### src/rtl/mfp_pmod_als_spi_reader.sv
`timescale 1ns / 1ps
// SPI master for the PMOD ALS (ADC081S021): clocks in one 16-bit frame per request
// and presents the 8-bit light value with a one-cycle valid strobe.
module mfp_pmod_als_spi_reader #(
    parameter int unsigned CLK_DIV = 8,
    parameter int unsigned QUIET   = 16
) (
    input  logic       clk,
    input  logic       resetn,
    input  logic       start,
    input  logic       sdi,
    output logic       cs_n,
    output logic       sck,
    output logic [7:0] value,
    output logic       valid,
    output logic       busy
);

    localparam int unsigned MaxCnt = (CLK_DIV > QUIET) ? CLK_DIV : QUIET;
    localparam int unsigned CntW   = $clog2(MaxCnt + 1);

    localparam logic [CntW-1:0] DivLast   = CntW'(CLK_DIV - 1);
    localparam logic [CntW-1:0] QuietLast = CntW'(QUIET - 1);

    typedef enum logic [1:0] {
        StIdle,
        StSetup,
        StShift,
        StDone
    } state_e;

    state_e            state;
    logic [CntW-1:0]   cnt;
    logic [4:0]        bit_cnt;
    logic [15:0]       shift;

    always_ff @(posedge clk or negedge resetn) begin
        if (!resetn) begin
            state   <= StIdle;
            cnt     <= '0;
            bit_cnt <= '0;
            shift   <= '0;
            cs_n    <= 1'b1;
            sck     <= 1'b1;
            value   <= 8'h00;
            valid   <= 1'b0;
            busy    <= 1'b0;
        end else begin
            valid <= 1'b0;
            unique case (state)
                StIdle: begin
                    if (start) begin
                        state <= StSetup;
                        cs_n  <= 1'b0;
                        busy  <= 1'b1;
                        cnt   <= '0;
                    end
                end
                StSetup: begin
                    if (cnt == DivLast) begin
                        state   <= StShift;
                        sck     <= 1'b0;
                        cnt     <= '0;
                        bit_cnt <= '0;
                    end else begin
                        cnt <= cnt + 1'b1;
                    end
                end
                StShift: begin
                    if (cnt != DivLast) begin
                        cnt <= cnt + 1'b1;
                    end else begin
                        cnt <= '0;
                        // sdi is captured on the same edge that raises sck
                        if (!sck) begin
                            sck     <= 1'b1;
                            shift   <= {shift[14:0], sdi};
                            bit_cnt <= bit_cnt + 5'd1;
                        end else if (bit_cnt == 5'd16) begin
                            state <= StDone;
                            cs_n  <= 1'b1;
                            valid <= 1'b1;
                            value <= shift[12:5];
                        end else begin
                            sck <= 1'b0;
                        end
                    end
                end
                StDone: begin
                    if (cnt == QuietLast) begin
                        state <= StIdle;
                        busy  <= 1'b0;
                        cnt   <= '0;
                    end else begin
                        cnt <= cnt + 1'b1;
                    end
                end
                default: state <= StIdle;
            endcase
        end
    end

endmodule
### config.mk
export PLATFORM = sky130hd
export DESIGN_NAME = mfp_pmod_als_spi_reader
export DESIGN_NICKNAME = d
export VERILOG_FILES = /design/src/rtl/mfp_pmod_als_spi_reader.sv
export SDC_FILE = /design/constraint.sdc
export NUM_CORES = 1
export LEC_CHECK = 0
export CAP_MARGIN = 20
export CORE_MARGIN = 2
export CORE_UTILIZATION = 42
export CTS_CLUSTER_SIZE = 12
export DETAILED_ROUTE_END_ITERATION = 7
export PLACE_DENSITY = 0.71
export SETUP_SLACK_MARGIN = 0.5
export SYNTH_ARGS = -nofsm -noshare
export SYNTH_HDL_FRONTEND = slang
export SYNTH_SLANG_ARGS = --single-unit
### constraint.sdc
create_clock -name clk -period 2.2 [get_ports clk]
set_clock_uncertainty 0.15 [all_clocks]
set_input_delay 0.33 -clock clk [delete_from_list [all_inputs] [get_ports clk]]
set_output_delay 0.33 -clock clk [all_outputs]
set_load 0.1 [all_outputs]
==> run_results.csv <==
group,metric,value,unit
run_status,outcome,"complete, no violations",
clocking,tritoncts,"built",
sta,fin_worst_hold_slack,0.3039,ns
clocking,cts-root-buf,"sky130_fd_sc_hd__clkbuf_8",
setup_path,critPathMaxFanout,10,
sta,fmax,512.2,MHz
clocking,post_cts_hold_buffer_count,0,
final_layout,layout.core_utilization,58.81,%
sta,layout_min_cycle_time,1.952,ns
floorplanning,die_x,68.65,µm
sta,rsz0062_at_grt,"true",
clocking,ctsLongestPathBuffers,2,
pwr,power.static_leakage,1.126,nW
sta,timing_hold_violations_final,0,
clocking,clkLatencyLatePin,0.30,ns
run,drv.max_cap_violation_count,0,
drt,drc,0,
floorplanning,pin_count,16,
drt,route.detailed.wl_per_inst,15.55,µm
yosys,netlist_area,1755,µm²
pwr,irDropWorstVdd,0.6580,mV
setup_path,worstSetupEndpointType,"register",
global_route,grt_max_degree,38,
sta,timing.final.setup_violations,0,
floorplanning,core_area,4000,µm²
sta,final_min_period_over_clock_period,88.74,%
sta,slew_violations,0,
setup_path,cp.arrival,1.98,ns
yosys,yosysWarningCount,0,
floorplanning,num_rows,23,
placement,io_buffer_count,15,
final_layout,layout-drive-gt1-share,43.16,%
setup_path,worstPathCellList,"nand4b_1 -> or2_4 -> nor3_4 -> buf_6 -> mux2_2",
drt,remaining_antenna_violation_count_after_routing,0,
hold_path,worst_hold_path_type,"in -> async",
final_layout,layout.cells.most_common,"sky130_fd_sc_hd__dfrtp_1",
global_route,first_global_vias,1256,
global_route,grt_first_pass_wirelength,6.127,mm
clocking,numClockSinks,37,
drt,firstDrtPassIters,4,
yosys,synth_sequential_area_ratio,52.89,%
placement,gpl.final_weighted_congestion,0.7660,
final_layout,layout.nets,202,
global_route,grt_overflow,0,
setup_path,critical_path_max_stage_delay,0.64,ns
setup_path,cp_top_family,"flip-flops",
drt,vias_per_cell,5.196,
setup_path,cpMaxStageDelayCell,"sky130_fd_sc_hd__dfstp_4",
clocking,ctsHtreeMaxLevel,2,
final_layout,most-common-layout-cells,"sky130_fd_sc_hd__dfrtp_1, sky130_fd_sc_hd__buf_4, sky130_fd_sc_hd__mux2_2",
placement,post-dp-hpwl,2.089,mm
setup_path,startpoint_type,"register",
yosys,yosys_register_bits,37,
drt,detail_route.wirelength,3.731,mm
yosys,syn-num-nets,160,
yosys,syn-instance-count,147,
sta,worst_slew_pin_slew,0.4674,ns
floorplanning,initial_core_util,43.88,%
final_layout,areaGrowthSynthToFinish,34.00,%
yosys,synth_area_per_cell,11.94,µm²
drt,num_vias,1247,
global_route,grt_usage,18.24,%
clocking,path_clk_slew,0.08,ns
final_layout,diodes,0,
pwr,power.density_cell_area,600.2,nW/µm²
final_layout,final_cells,240,
yosys,synth_cell_types,30,
setup_path,critical_path_buf_inv_count,1,
global_route,initial_antenna_violation_count,0,
sta,timing.slew.headroom,68.84,%
placement,dp.cells,209,
floorplanning,design.die.area,4713,µm²
floorplanning,die_height,68.65,µm
drt,drtIter0Drc,39,
setup_path,setup.worst_path.class,"reg -> reg",
setup_path,cp.required,2.23,ns
clocking,tritoncts.num_buffers,5,
## layer usage
metal	vias up	track usage, %	share of wire, %	routed length, µm
met1	619	21.98	42	1564
li1	601	-	-	-
met5	-	0	0	0
met2	20	30.65	52	1957
met4	0	7.500	2.1	77
met3	7	5.032	3.5	131
## report_power, final
group	internal [mW]	total, mW	switching, mW
registers	0.682	0.684	0.00146
logic	0.00993	0.0260	0.0161
clock network	0.450	0.702	0.252
## synth_stat cells
cell | instances | area share (%)
sky130_fd_sc_hd__dfrtp_1 | 35 | 50
sky130_fd_sc_hd__mux2_2 | 22 | 14
sky130_fd_sc_hd__nand2_1 | 12 | 2.6
sky130_fd_sc_hd__o21ai_0 | 11 | 3.1
sky130_fd_sc_hd__ha_1 | 9 | 6.4
sky130_fd_sc_hd__nor3_1 | 8 | 2.3
sky130_fd_sc_hd__a21oi_1 | 7 | 2.0
sky130_fd_sc_hd__inv_1 | 7 | 1.5
sky130_fd_sc_hd__mux2i_1 | 3 | 1.7
sky130_fd_sc_hd__nand2b_1 | 3 | 1.1
sky130_fd_sc_hd__nand4b_1 | 3 | 1.5
sky130_fd_sc_hd__a22o_1 | 2 | 1.0
sky130_fd_sc_hd__a2bb2oi_1 | 2 | 1.0
sky130_fd_sc_hd__buf_2 | 2 | 0.57
sky130_fd_sc_hd__buf_6 | 2 | 1.3
sky130_fd_sc_hd__dfstp_2 | 2 | 3.0
sky130_fd_sc_hd__nand3_1 | 2 | 0.57
sky130_fd_sc_hd__nor2_1 | 2 | 0.43
sky130_fd_sc_hd__o31ai_1 | 2 | 0.86
sky130_fd_sc_hd__a21o_1 | 1 | 0.43
sky130_fd_sc_hd__a22oi_1 | 1 | 0.43
sky130_fd_sc_hd__buf_4 | 1 | 0.43
sky130_fd_sc_hd__clkbuf_1 | 1 | 0.21
sky130_fd_sc_hd__nand4bb_1 | 1 | 0.64
sky130_fd_sc_hd__nor2b_1 | 1 | 0.36
sky130_fd_sc_hd__nor3_4 | 1 | 0.93
sky130_fd_sc_hd__o211ai_1 | 1 | 0.43
sky130_fd_sc_hd__o21bai_1 | 1 | 0.43
sky130_fd_sc_hd__or2_4 | 1 | 0.50
sky130_fd_sc_hd__or3_1 | 1 | 0.36
## cell type report
type / count / area (µm²)
fill: 303 / 1648
sequential: 37 / 933.4
multi-input combinational: 98 / 839.6
timing repair buffer: 40 / 351.6
clock buffer: 5 / 68.82
clock inverter: 3 / 65.06
tap: 50 / 62.56
inverter: 7 / 31.28
## worst reg2reg max path, delay by kind of cell (launching register included)
kind / cells / cell delay [ns]
buf+inv: 1 / 0.17
mux: 1 / 0.35
flops: 1 / 0.64
simple gates: 3 / 0.53
## registers in the layout (all words and copies together), names as in the netlist
signal	flops
sck	1
shift	13
cnt	5
cs_n	1
valid	1
bit_cnt	5
busy	1
state	2
value	8
## through the flow
stage               TNS (ns)  instance area [µm²]  total power [mW]  worst slack, ns
finish                     0                 2352             1.412           0.2477
global route               0                 2352             1.462           0.1852
CTS                        0                 2242             1.424           0.2707
detailed placement         0                 1961            0.7231           0.1092
global placement           0                 1961            0.7216           0.1922
floorplan            -0.2777                 1784            0.7012         -0.03471
## logic make-up (layout without fill, tap and decap cells)
kind of cell | count (synthesis) | after routing | share of synthesized area, %
flip-flops | 37 | 37 | 52.89
AND/OR/NAND/NOR | 35 | 36 | 11.19
AO/OA/AOI/OAI | 28 | 28 | 9.694
multiplexers | 25 | 25 | 15.82
buffers and inverters | 13 | 55 | 3.992
adder cells (fa/ha/maj) | 9 | 9 | 6.415
## what timing repair did
item	CTS	global route
pin swaps	3	0
gates resized for setup	9	11
cloned	1	0
setup buffers	12	10
setup endpoints to repair	35	36
## path summary, 6_finish.rpt
kind                       slack [ns]  cells after the start     start        to
min reg2reg                      0.36                      1  value[7]  value[7]
max reg2reg                      0.25                      5       sck  value[6]
max                              0.25                      5       sck  value[6]
min                              0.30                      2    resetn      busy
min in group clk                 0.36                      1  value[7]  value[7]
max in group asynchronous        1.24                      2    resetn       sck
Note: power is estimated with default switching activity, not from simulation.
